File: src/rtl/bsg_manycore_link_responder_array.sv
// Array of independent request/response links, each answering requests from a small FIFO.
// Optional per-link request counters and seen flags are built when BSG_LINK_RESPONDER_COUNTERS_EN is defined.
module bsg_manycore_link_responder_array #(
  parameter int num_links_p           = 4,
  parameter int packet_width_p        = 64,
  parameter int return_packet_width_p = 42,
  parameter int fifo_els_p            = 2
) (
  input  logic                                           clk_i,
  input  logic                                           reset_i,
  input  logic [num_links_p-1:0]                         v_i,
  input  logic [num_links_p*packet_width_p-1:0]          data_i,
  output logic [num_links_p-1:0]                         ready_o,
  output logic [num_links_p-1:0]                         v_o,
  output logic [num_links_p*return_packet_width_p-1:0]   data_o,
  input  logic [num_links_p-1:0]                         ready_i,
  output logic [num_links_p*32-1:0]                      req_count_o,
  output logic [num_links_p-1:0]                         seen_o
);

  localparam int ptr_w = $clog2(fifo_els_p);
  localparam int pw    = packet_width_p;
  localparam int rw    = return_packet_width_p;

  // Only the low 10 bits of each request carry meaning.
  logic unused_data;
  assign unused_data = ^data_i;

  // Holds ready low during reset and releases it on the first edge afterwards.
  logic up_q;
  always_ff @(posedge clk_i or posedge reset_i) begin
    if (reset_i) up_q <= 1'b0;
    else         up_q <= 1'b1;
  end

  for (genvar k = 0; k < num_links_p; k++) begin : gen_link
    logic [pw-1:0]    req;
    logic [rw-1:0]    resp;
    logic [rw-1:0]    mem_q [fifo_els_p];
    logic [ptr_w-1:0] rptr_q, wptr_q;
    logic [ptr_w:0]   cnt_q, cnt_d;
    logic             enq, deq;

    assign req = data_i[k*pw +: pw];

    always_comb begin
      resp      = '0;
      resp[9:2] = req[9:2];
      if (req[1:0] == 2'd0) begin
        resp[1:0]   = 2'd1;
        resp[41:10] = 32'hDEAD_BEEF;
      end
    end

    assign ready_o[k] = up_q & (cnt_q != (ptr_w+1)'(fifo_els_p));
    assign v_o[k]     = (cnt_q != '0);
    assign enq        = v_i[k] & ready_o[k];
    assign deq        = v_o[k] & ready_i[k];

    always_comb begin
      cnt_d = cnt_q;
      case ({enq, deq})
        2'b10:   cnt_d = cnt_q + (ptr_w+1)'(1);
        2'b01:   cnt_d = cnt_q - (ptr_w+1)'(1);
        default: cnt_d = cnt_q;
      endcase
    end

    // Depth is a power of two, so pointers wrap by natural overflow.
    always_ff @(posedge clk_i or posedge reset_i) begin
      if (reset_i) begin
        rptr_q <= '0;
        wptr_q <= '0;
        cnt_q  <= '0;
      end else begin
        if (enq) wptr_q <= wptr_q + ptr_w'(1);
        if (deq) rptr_q <= rptr_q + ptr_w'(1);
        cnt_q <= cnt_d;
      end
    end

    always_ff @(posedge clk_i) begin
      if (enq) mem_q[wptr_q] <= resp;
    end

    assign data_o[k*rw +: rw] = mem_q[rptr_q];

`ifdef BSG_LINK_RESPONDER_COUNTERS_EN
    logic [31:0] count_q;
    logic        seen_q;

    always_ff @(posedge clk_i or posedge reset_i) begin
      if (reset_i) begin
        count_q <= '0;
        seen_q  <= 1'b0;
      end else if (enq) begin
        if (count_q != 32'hFFFF_FFFF) count_q <= count_q + 32'd1;
        seen_q <= 1'b1;
      end
    end

    assign req_count_o[k*32 +: 32] = count_q;
    assign seen_o[k]               = seen_q;
`else
    assign req_count_o[k*32 +: 32] = '0;
    assign seen_o[k]               = 1'b0;
`endif
  end

endmodule

File: config.mk
export PLATFORM = sky130hd
export DESIGN_NAME = bsg_manycore_link_responder_array
export DESIGN_NICKNAME = d
export VERILOG_FILES = /design/src/rtl/bsg_manycore_link_responder_array.sv
export SDC_FILE = /design/constraint.sdc
export NUM_CORES = 1
export LEC_CHECK = 0
export ABC_CLOCK_PERIOD_IN_PS = 2760
export BUFFER_PORTS_ARGS = -buffer_cell sky130_fd_sc_hd__buf_2
export CAP_MARGIN = 20
export CORE_AREA = 3 3 221 223
export DETAILED_ROUTE_END_ITERATION = 6
export DIE_AREA = 0 0 224 226
export REMOVE_ABC_BUFFERS = 1
export SYNTH_ARGS = -nofsm -noshare
export SYNTH_HDL_FRONTEND = slang
export SYNTH_SLANG_ARGS = --single-unit
File: constraint.sdc
create_clock -name clk_i -period 2.76 [get_ports clk_i]
set_input_delay 0.552 -clock clk_i [delete_from_list [all_inputs] [get_ports clk_i]]
set_output_delay 0.552 -clock clk_i [all_outputs]
set_load 0.02 [all_outputs]
==> results of run 1 <==
cells by family after synthesis:
group                    share of synthesized area [%]
adder cells (fa/ha/maj)                          0.920
buffers and inverters                             37.0
flip-flops                                        47.6
multiplexers                                      7.46
XOR/XNOR                                          3.22
AND/OR/NAND/NOR                                   3.73
other                                            0.138
stage by stage:
step / util (%) / setup TNS [ns] / total power [mW] / cell area, um^2 / hold slack (ns)
after global placement: 12.4 / 0 / 4.85 / 5790 / 0.472
after detailed placement: 12.4 / 0 / 4.87 / 5790 / 0.478
after global routing: 13.0 / 0 / 6.37 / 6070 / 0.340
after floorplan: - / -25.62 / 3.90 / 4060 / 0.456
final: 13.0 / 0 / 5.99 / 6070 / 0.315
after CTS: 13.0 / 0 / 6.12 / 6070 / 0.324
layer usage:
metal  GRT usage, %  vias up  share of wire [%]  routed length [um]
met5              0        -                  0                   0
met4           2.91        0                3.0                 315
met3           1.91       13                 12                1240
met2           5.41      201                 46                4880
met1           4.56     1244                 40                4250
li1               -     1265                  -                   -
cells in the final DEF (no fill, tap or decap), drive strengths merged:
cell / instances
and2: 8
and3: 3
buf: 192
clkbuf: 9
clkinv: 3
clkinvlp: 1
conb: 169
dfrtp: 17
edfxtp: 72
ha: 4
inv: 5
mux2: 36
nand2b: 4
nand3: 4
nor2: 13
or2: 4
xnor2: 12
xor2: 8
power by group:
part	internal [mW]	total [mW]	switching (mW)
Sequential	1.73	1.98	0.246
Clock	0.618	1.20	0.578
Combinational	0.970	2.81	1.84
sequential cells by signal, indices dropped and copies added, names as in the netlist:
| signal | count |
|---|---|
| gen_link.mem_q | 72 |
| gen_link.cnt_q | 8 |
| gen_link.rptr_q | 4 |
| gen_link.wptr_q | 4 |
| up_q | 1 |
worst max-delay path by stage:
stage	startpoint	to	slack [ns]
3_3_place_gp	gen_link[0].rptr_q	data_o[41]	0.73
5_1_grt	gen_link[0].rptr_q	data_o[36]	0.22
4_1_cts	gen_link[0].rptr_q	data_o[22]	0.26
2_1_floorplan	gen_link[0].rptr_q	data_o[0]	-0.26
3_5_place_dp	gen_link[0].rptr_q	data_o[22]	0.69
6_report	gen_link[0].rptr_q	data_o[29]	0.37
final cells by class:
cell class	instances	share of cell area [%]
clock buffer	9	3.71
clock inverter	7	0.846
inverter	2	0.124
multi-input combinational	265	24.2
sequential	89	42.6
tap	607	12.5
timing repair buffer	192	16.0
critical path: cells and delay by family (launching register included):
kind | cells | cell delay, ns
flip-flops | 1 | 0.71
buffers and inverters | 1 | 0.21
multiplexers | 1 | 0.54
==> impl_metrics.py, run 1 <==
metrics = {
    "outcome": {
        "outcome": "complete, no violations",
    },
    "logic_synthesis": {
        "synth_top_cells_by_count": "buf_4, edfxtp_1, mux2_2, dfrtp_1, nor2_1",
        "ys_async_sr_fraction_pct": 19.1,
        "synth_top_cell_area_share_pct": 39.8,
        "syn_area_um2": 5440,
        "ys_ff_latch": 89,
        "syn_avg_cell_area_um2": 11.9,
        "netlist_top_cells_area": "edfxtp_1, buf_4, dfrtp_1",
        "ys_types": 18,
        "yosysTopAreaCell": "edfxtp_1",
        "yosysMostFrequentCell": "buf_4",
        "syn_inst": 457,
        "synth-main-ff-cell": "edfxtp_1",
        "seq_area_frac_synth_pct": 47.6,
        "synth_edf_count": 72,
        "ys_warn_count": 0,
    },
    "drt": {
        "vias": 2723,
        "firstDrtPassIters": 4,
        "via_per_inst": 2.33,
        "ant_nets": 0,
        "wl_per_cell_um": 9.12,
        "drtIter0Drc": 45,
        "drc": 0,
        "wl_um": 10700,
    },
    "power_and_ir_drop": {
        "p_leak_nw": 2.65,
        "ir_drop_mv": 0.559,
        "p_per_area_nw_per_um2": 987,
    },
    "sta": {
        "fin_crit_ns": 2.39,
        "rsz0062_at_grt": "false",
        "tightest_slew_ns": 0.794,
        "drv_slew": 0,
        "finalSetupViolCount": 0,
        "hold_violations": 0,
        "maxSlewHeadroom_pct": 46.9,
        "timing.final.ws_setup_ns": 0.372,
        "clock.fmax_mhz": 419,
        "fin_skew_ns": 0.00909,
        "fin_crit_sh_pct": 86.5,
    },
    "die": {
        "dieWidth_um": 224,
        "dieArea_um2": 50600,
        "rows": 79,
        "die_h_um": 226,
        "start_util_pct": 11.6,
        "ioPinCount": 574,
        "core_area_um2": 46800,
    },
    "setup_path": {
        "critPathMaxStageDelay_ns": 0.71,
        "critical_path_class": "flip-flop to primary output",
        "cp_max_fo": 25,
        "slowest_stage": "dfrtp_1",
        "cp_data_required_time_ns": 2.21,
        "crit_chain": "mux2_2 > buf_2",
        "ff2ff_path_depth": 2,
        "worstSetupStartpointType": "flip-flop",
        "cp-end-kind": "primary output",
        "crit_arrival_ns": 1.84,
        "r2r-start": "up_q",
        "rrSetupSlack_ns": 0.83,
        "worst_r2r_endpoint": "gen_link[2].mem_q[0][2]",
    },
    "global_routing": {
        "antenna_found_initial": 1,
        "grt_pass1_vias": 2231,
        "grt_first_pass_wirelength_um": 13400,
        "grt.total_usage_pct": 3.88,
        "overflow": 0,
        "grt_max_degree": 26,
    },
    "clock_network": {
        "hold_buffers": 0,
        "clk_pin_slew_ns": 0.07,
        "post_cts_resized": 0,
        "cts_tree": "yes",
        "clock_tree.buffer_depth": 2,
        "insertion_delay_ns": 0.37,
        "cts.sinks": 89,
        "cts_root_buf": "clkbuf_16",
        "cts_inserted_buffers": 9,
        "post_cts_buffers": 0,
        "htree_levels": 3,
    },
    "worst_hold_path": {
        "min-delay-path-class": "input port to asynchronous set/reset pin",
    },
    "finish": {
        "final_cells": 1171,
        "drive_gt1_share_pct": 44.3,
        "nets": 829,
        "regArea_um2": 2590,
        "diodes": 0,
        "multi_input_area_um2": 1470,
        "area_growth_pct": 11.6,
        "fillers": 5276,
    },
    "placement": {
        "dp_slack_ns": 0.694,
        "gp_congestion": 0.648,
        "dp.cells": 1155,
        "io_buffer_count": 189,
        "hpwl_um": 8600,
    },
    "run": {
        "maxCapViolations": 0,
    },
}
Note: power is estimated with default switching activity, not from simulation.
==> run 2: changes to the inputs <==
--- a/config.mk
+++ b/config.mk
@@ -11,6 +11,7 @@
 export CORE_AREA = 3 3 221 223
 export DETAILED_ROUTE_END_ITERATION = 6
 export DIE_AREA = 0 0 224 226
+export RECOVER_POWER = 25
 export REMOVE_ABC_BUFFERS = 1
 export SYNTH_ARGS = -nofsm -noshare
 export SYNTH_HDL_FRONTEND = slang
==> impl_metrics.py, run 2 (synthesis gave the netlist of run 1 again) <==
metrics = {
    "outcome": {
        "outcome": "complete, no violations",
    },
    "drt": {
        "wl_per_cell_um": 9.11,
        "drc": 0,
        "via_per_inst": 2.33,
        "vias": 2731,
        "wl_um": 10700,
        "firstDrtPassIters": 4,
        "ant_nets": 0,
        "drtIter0Drc": 47,
    },
    "clock_network": {
        "post_cts_buffers": 0,
        "cts_tree": "yes",
        "cts_inserted_buffers": 9,
        "htree_levels": 3,
        "cts.sinks": 89,
        "cts_root_buf": "clkbuf_16",
        "clock_tree.buffer_depth": 2,
        "clk_pin_slew_ns": 0.07,
        "insertion_delay_ns": 0.37,
        "hold_buffers": 0,
        "post_cts_resized": 0,
    },
    "setup_path": {
        "ff2ff_path_depth": 2,
        "cp-endpoint": "data_o[29]",
        "crit_arrival_ns": 1.82,
        "crit_chain": "mux2_2 > buf_2",
        "cp_data_required_time_ns": 2.21,
        "cp_max_fo": 25,
        "critical_path_depth": 2,
        "worst_r2r_endpoint": "gen_link[2].mem_q[0][2]",
        "critPathMaxStageDelay_ns": 0.70,
        "rrSetupSlack_ns": 0.83,
        "r2r-start": "up_q",
        "critical_path_class": "flip-flop to primary output",
        "crit_buf_inv": 1,
        "worstSetupStartpointType": "flip-flop",
        "cp-end-kind": "primary output",
        "critPathTopFamily": "flip-flops",
        "slowest_stage": "dfrtp_1",
        "critPathLaunch": "gen_link[0].rptr_q",
    },
    "die": {
        "start_util_pct": 11.6,
        "dieArea_um2": 50600,
        "ioPinCount": 574,
        "dieWidth_um": 224,
        "core_area_um2": 46800,
        "die_h_um": 226,
        "rows": 79,
    },
    "finish": {
        "fillers": 5286,
        "final_cells": 1171,
        "final_common_cell": "buf_2",
        "diodes": 0,
        "drive_gt1_share_pct": 41.0,
        "fin_util_pct": 12.9,
        "layout_common_cells": "buf_2, conb_1, edfxtp_1, mux2_2, clkbuf_1",
        "largest_reg_flops": 72,
        "nets": 829,
        "top_register": "gen_link.mem_q",
        "largestRegisters": "gen_link.mem_q (72), gen_link.cnt_q (8)",
        "area_growth_pct": 11.1,
        "multi_input_area_um2": 1470,
        "regArea_um2": 2590,
    },
    "placement": {
        "hpwl_um": 8600,
        "io_buffer_count": 189,
        "gp_congestion": 0.648,
        "dp.cells": 1155,
        "dp_slack_ns": 0.694,
    },
    "sta": {
        "rsz0062_at_grt": "false",
        "fin_crit_ns": 2.37,
        "hold_violations": 0,
        "fin_crit_sh_pct": 85.9,
        "timing.final.ws_setup_ns": 0.390,
        "clock.fmax_mhz": 422,
        "finalSetupViolCount": 0,
        "drv_slew": 0,
        "maxSlewHeadroom_pct": 46.9,
        "tightest_slew_ns": 0.794,
        "fin_skew_ns": 0.00909,
    },
    "global_routing": {
        "grt_max_degree": 26,
        "grt.total_usage_pct": 3.88,
        "overflow": 0,
        "grt_pass1_vias": 2231,
        "grt_first_pass_wirelength_um": 13400,
        "antenna_found_initial": 1,
    },
    "power_and_ir_drop": {
        "ir_drop_mv": 0.561,
        "p_per_area_nw_per_um2": 990,
        "p_leak_nw": 2.60,
    },
    "run": {
        "maxCapViolations": 0,
    },
    "worst_hold_path": {
        "min-delay-path-class": "input port to asynchronous set/reset pin",
    },
}
[run 2: per-stage QoR]
step / hold WS [ns] / TNS (ns) / area (um^2) / power (mW)
floorplan: 0.456 / -25.62 / 4060 / 3.90
global placement: 0.472 / 0 / 5790 / 4.85
detailed placement: 0.478 / 0 / 5790 / 4.87
CTS: 0.324 / 0 / 6070 / 6.12
global route: 0.340 / 0 / 6040 / 6.36
finish: 0.315 / 0 / 6040 / 5.98
[run 2: worst min-delay path by stage]
stage / end / slack, ns
detailed placement: gen_link[1].cnt_q[1] / 0.48
global placement: gen_link[1].cnt_q[1] / 0.47
finish: gen_link[3].cnt_q[0] / 0.32
CTS: gen_link[3].mem_q[0][5] / 0.32
floorplan: gen_link[0].cnt_q[1] / 0.46
global route: gen_link[3].mem_q[0][5] / 0.34
[run 2: layout make-up]
| cell class | instances | area share [%] |
|---|---|---|
| Sequential cell | 89 | 42.8 |
| Multi-Input combinational cell | 265 | 24.3 |
| Timing Repair Buffer | 192 | 15.6 |
| Tap cell | 607 | 12.6 |
| Clock buffer | 9 | 3.73 |
| Clock inverter | 7 | 0.849 |
| Inverter | 2 | 0.124 |
[run 2: power breakdown]
| part | total, mW | switching (mW) | leakage [nW] | internal (mW) |
|---|---|---|---|---|
| clock network | 1.20 | 0.579 | 0.138 | 0.618 |
| registers | 1.98 | 0.244 | 0.858 | 1.73 |
| logic | 2.81 | 1.84 | 1.60 | 0.967 |
[run 2: routing by layer]
metal	up-vias	global-route usage, %	share of wire (%)
li1	1265	-	-
met1	1252	4.56	40
met2	201	5.41	46
met3	13	1.91	11
met4	0	2.91	3.0
met5	-	0	0
==> run 3: changes to the inputs <==
--- a/config.mk
+++ b/config.mk
@@ -8,11 +8,15 @@
 export ABC_CLOCK_PERIOD_IN_PS = 2760
 export BUFFER_PORTS_ARGS = -buffer_cell sky130_fd_sc_hd__buf_2
 export CAP_MARGIN = 20
-export CORE_AREA = 3 3 221 223
+export CELL_PAD_IN_SITES_DETAIL_PLACEMENT = 0
+export CELL_PAD_IN_SITES_GLOBAL_PLACEMENT = 2
+export CORE_AREA = 3 3 220 222
 export DETAILED_ROUTE_END_ITERATION = 6
-export DIE_AREA = 0 0 224 226
+export DIE_AREA = 0 0 223 225
+export PLACE_DENSITY = 0.66
 export RECOVER_POWER = 25
 export REMOVE_ABC_BUFFERS = 1
+export SLEW_MARGIN = 20
 export SYNTH_ARGS = -nofsm -noshare
 export SYNTH_HDL_FRONTEND = slang
 export SYNTH_SLANG_ARGS = --single-unit
==> impl_metrics.py, run 3 (synthesis gave the netlist of run 1 again) <==
metrics = {
    "global_routing": {
        "grt_pass1_vias": 2370,
        "grt_max_degree": 26,
        "grt.total_usage_pct": 4.30,
        "overflow": 0,
        "antenna_found_initial": 1,
        "grt_first_pass_wirelength_um": 15000,
    },
    "die": {
        "core_area_um2": 46600,
        "dieArea_um2": 50200,
        "start_util_pct": 11.7,
        "ioPinCount": 574,
        "rows": 79,
        "die_h_um": 225,
        "dieWidth_um": 223,
    },
    "placement": {
        "hpwl_um": 9290,
        "dp.cells": 1158,
        "post_dp_cell_area_um2": 5810,
        "gp_congestion": 0.654,
        "io_buffer_count": 189,
        "dp_slack_ns": 0.739,
    },
    "sta": {
        "fin_skew_ns": 0.0111,
        "drv_slew": 0,
        "fin_crit_sh_pct": 84.2,
        "maxSlewHeadroom_pct": 46.4,
        "fin_crit_ns": 2.32,
        "finalSetupViolCount": 0,
        "rsz0062_at_grt": "false",
        "clock.fmax_mhz": 430,
        "tightest_slew_ns": 0.803,
        "hold_violations": 0,
        "timing.final.ws_setup_ns": 0.435,
    },
    "finish": {
        "area_growth_pct": 12.2,
        "diodes": 0,
        "final_cells": 1174,
        "regArea_um2": 2590,
        "multi_input_area_um2": 1470,
        "top_register": "gen_link.mem_q",
        "largest_reg_flops": 72,
        "fin_util_pct": 13.1,
        "largestRegisters": "gen_link.mem_q (72), gen_link.cnt_q (8)",
        "drive_gt1_share_pct": 42.3,
        "fillers": 5257,
        "final_common_cell": "buf_2",
        "stdcell_area_um2": 6100,
        "nets": 832,
        "layout_common_cells": "buf_2, conb_1, edfxtp_1, mux2_2, dfrtp_1",
    },
    "power_and_ir_drop": {
        "clock_power_share_pct": 21.1,
        "p_comb_share_pct": 46.8,
        "p_int_mw": 3.43,
        "p_switching_mw": 2.70,
        "p_per_area_nw_per_um2": 1010,
        "p_seq_share_pct": 32.2,
        "p_leak_nw": 2.63,
        "ir_drop_mv": 0.352,
        "power.share.switching_pct": 44.1,
    },
    "clock_network": {
        "clk_pin_slew_ns": 0.07,
        "post_cts_resized": 0,
        "cts.sinks": 89,
        "insertion_delay_ns": 0.36,
        "htree_levels": 3,
        "cts_root_buf": "clkbuf_16",
        "cts_tree": "yes",
        "post_cts_buffers": 0,
        "clock_tree.buffer_depth": 2,
        "cts_inserted_buffers": 9,
        "hold_buffers": 0,
    },
    "setup_path": {
        "cp_max_fo": 25,
        "critical_path_class": "flip-flop to primary output",
        "crit_arrival_ns": 1.77,
        "ff2ff_path_depth": 2,
        "cp-end-kind": "primary output",
        "cp_data_required_time_ns": 2.21,
        "worstSetupStartpointType": "flip-flop",
    },
    "run": {
        "maxCapViolations": 0,
    },
    "drt": {
        "wl_um": 11400,
        "wl_per_cell_um": 9.74,
        "ant_nets": 0,
        "via_per_inst": 2.33,
        "drtIter0Drc": 52,
        "drc": 0,
        "vias": 2731,
        "firstDrtPassIters": 4,
    },
    "worst_hold_path": {
        "min-delay-path-class": "input port to asynchronous set/reset pin",
    },
    "outcome": {
        "outcome": "complete, no violations",
    },
}
## run 3: cell types whose count changed in the layout (fill, tap and decap cells not counted)
cell        before  now
clkinvlp_4       1    2
buf_4            3    6
clkinv_2         3    0
bufinv_16        0    1
buf_2          170  177
clkbuf_1        19   13
inv_6            2    1
clkinv_4         0    1
## run 3: final cells by class
type	count	share of cell area, %
clock buffer	10	3.75
sequential	89	42.4
timing repair buffer	195	16.0
clock inverter	6	1.21
multi-input combinational	265	24.1
tap	607	12.4
inverter	2	0.123
## run 3: routing by layer
layer / part of all wire [%] / vias to the layer above / track usage (%)
li1: - / 1269 / -
met1: 40 / 1232 / 4.93
met2: 45 / 215 / 6.50
met3: 12 / 13 / 2.05
met4: 2.4 / 2 / 2.58
met5: 0.10 / - / 0
## run 3: through the flow
step / power [mW] / hold slack, ns / TNS [ns]
after global placement: 4.93 / 0.474 / 0
after floorplan: 3.90 / 0.456 / -25.62
after CTS: 6.31 / 0.336 / 0
final: 6.13 / 0.329 / 0
after global routing: 6.53 / 0.339 / 0
after detailed placement: 4.94 / 0.481 / 0
## run 3: worst max-delay path, cell delays in order (launching register included)
cell     delay (ns)
dfrtp_1        0.67
mux2_2         0.53
buf_2          0.21
## run 3: final timing paths
| path | slack, ns | from | endpoint |
|---|---|---|---|
| min in group clk_i | 0.37 | data_i[130] | gen_link[2].mem_q[0][1] |
| setup reg to reg | 1.07 | up_q | gen_link[2].mem_q[1][2] |
| max in group asynchronous | 1.91 | reset_i | gen_link[2].wptr_q |
| hold / removal | 0.33 | reset_i | gen_link[3].cnt_q[0] |
| hold reg to reg | 0.49 | gen_link[0].wptr_q | gen_link[0].wptr_q |
| setup / recovery | 0.44 | gen_link[3].rptr_q | data_o[154] |
## run 3: power by group through the flow
stage               combinational, mW  clock [mW]  sequential (mW)
detailed placement               2.92           0             2.02
finish                           2.87        1.29             1.97
global route                     3.09        1.42             2.02
floorplan                        1.97           0             1.93
global placement                 2.92           0             2.00
CTS                              2.93        1.39             1.99
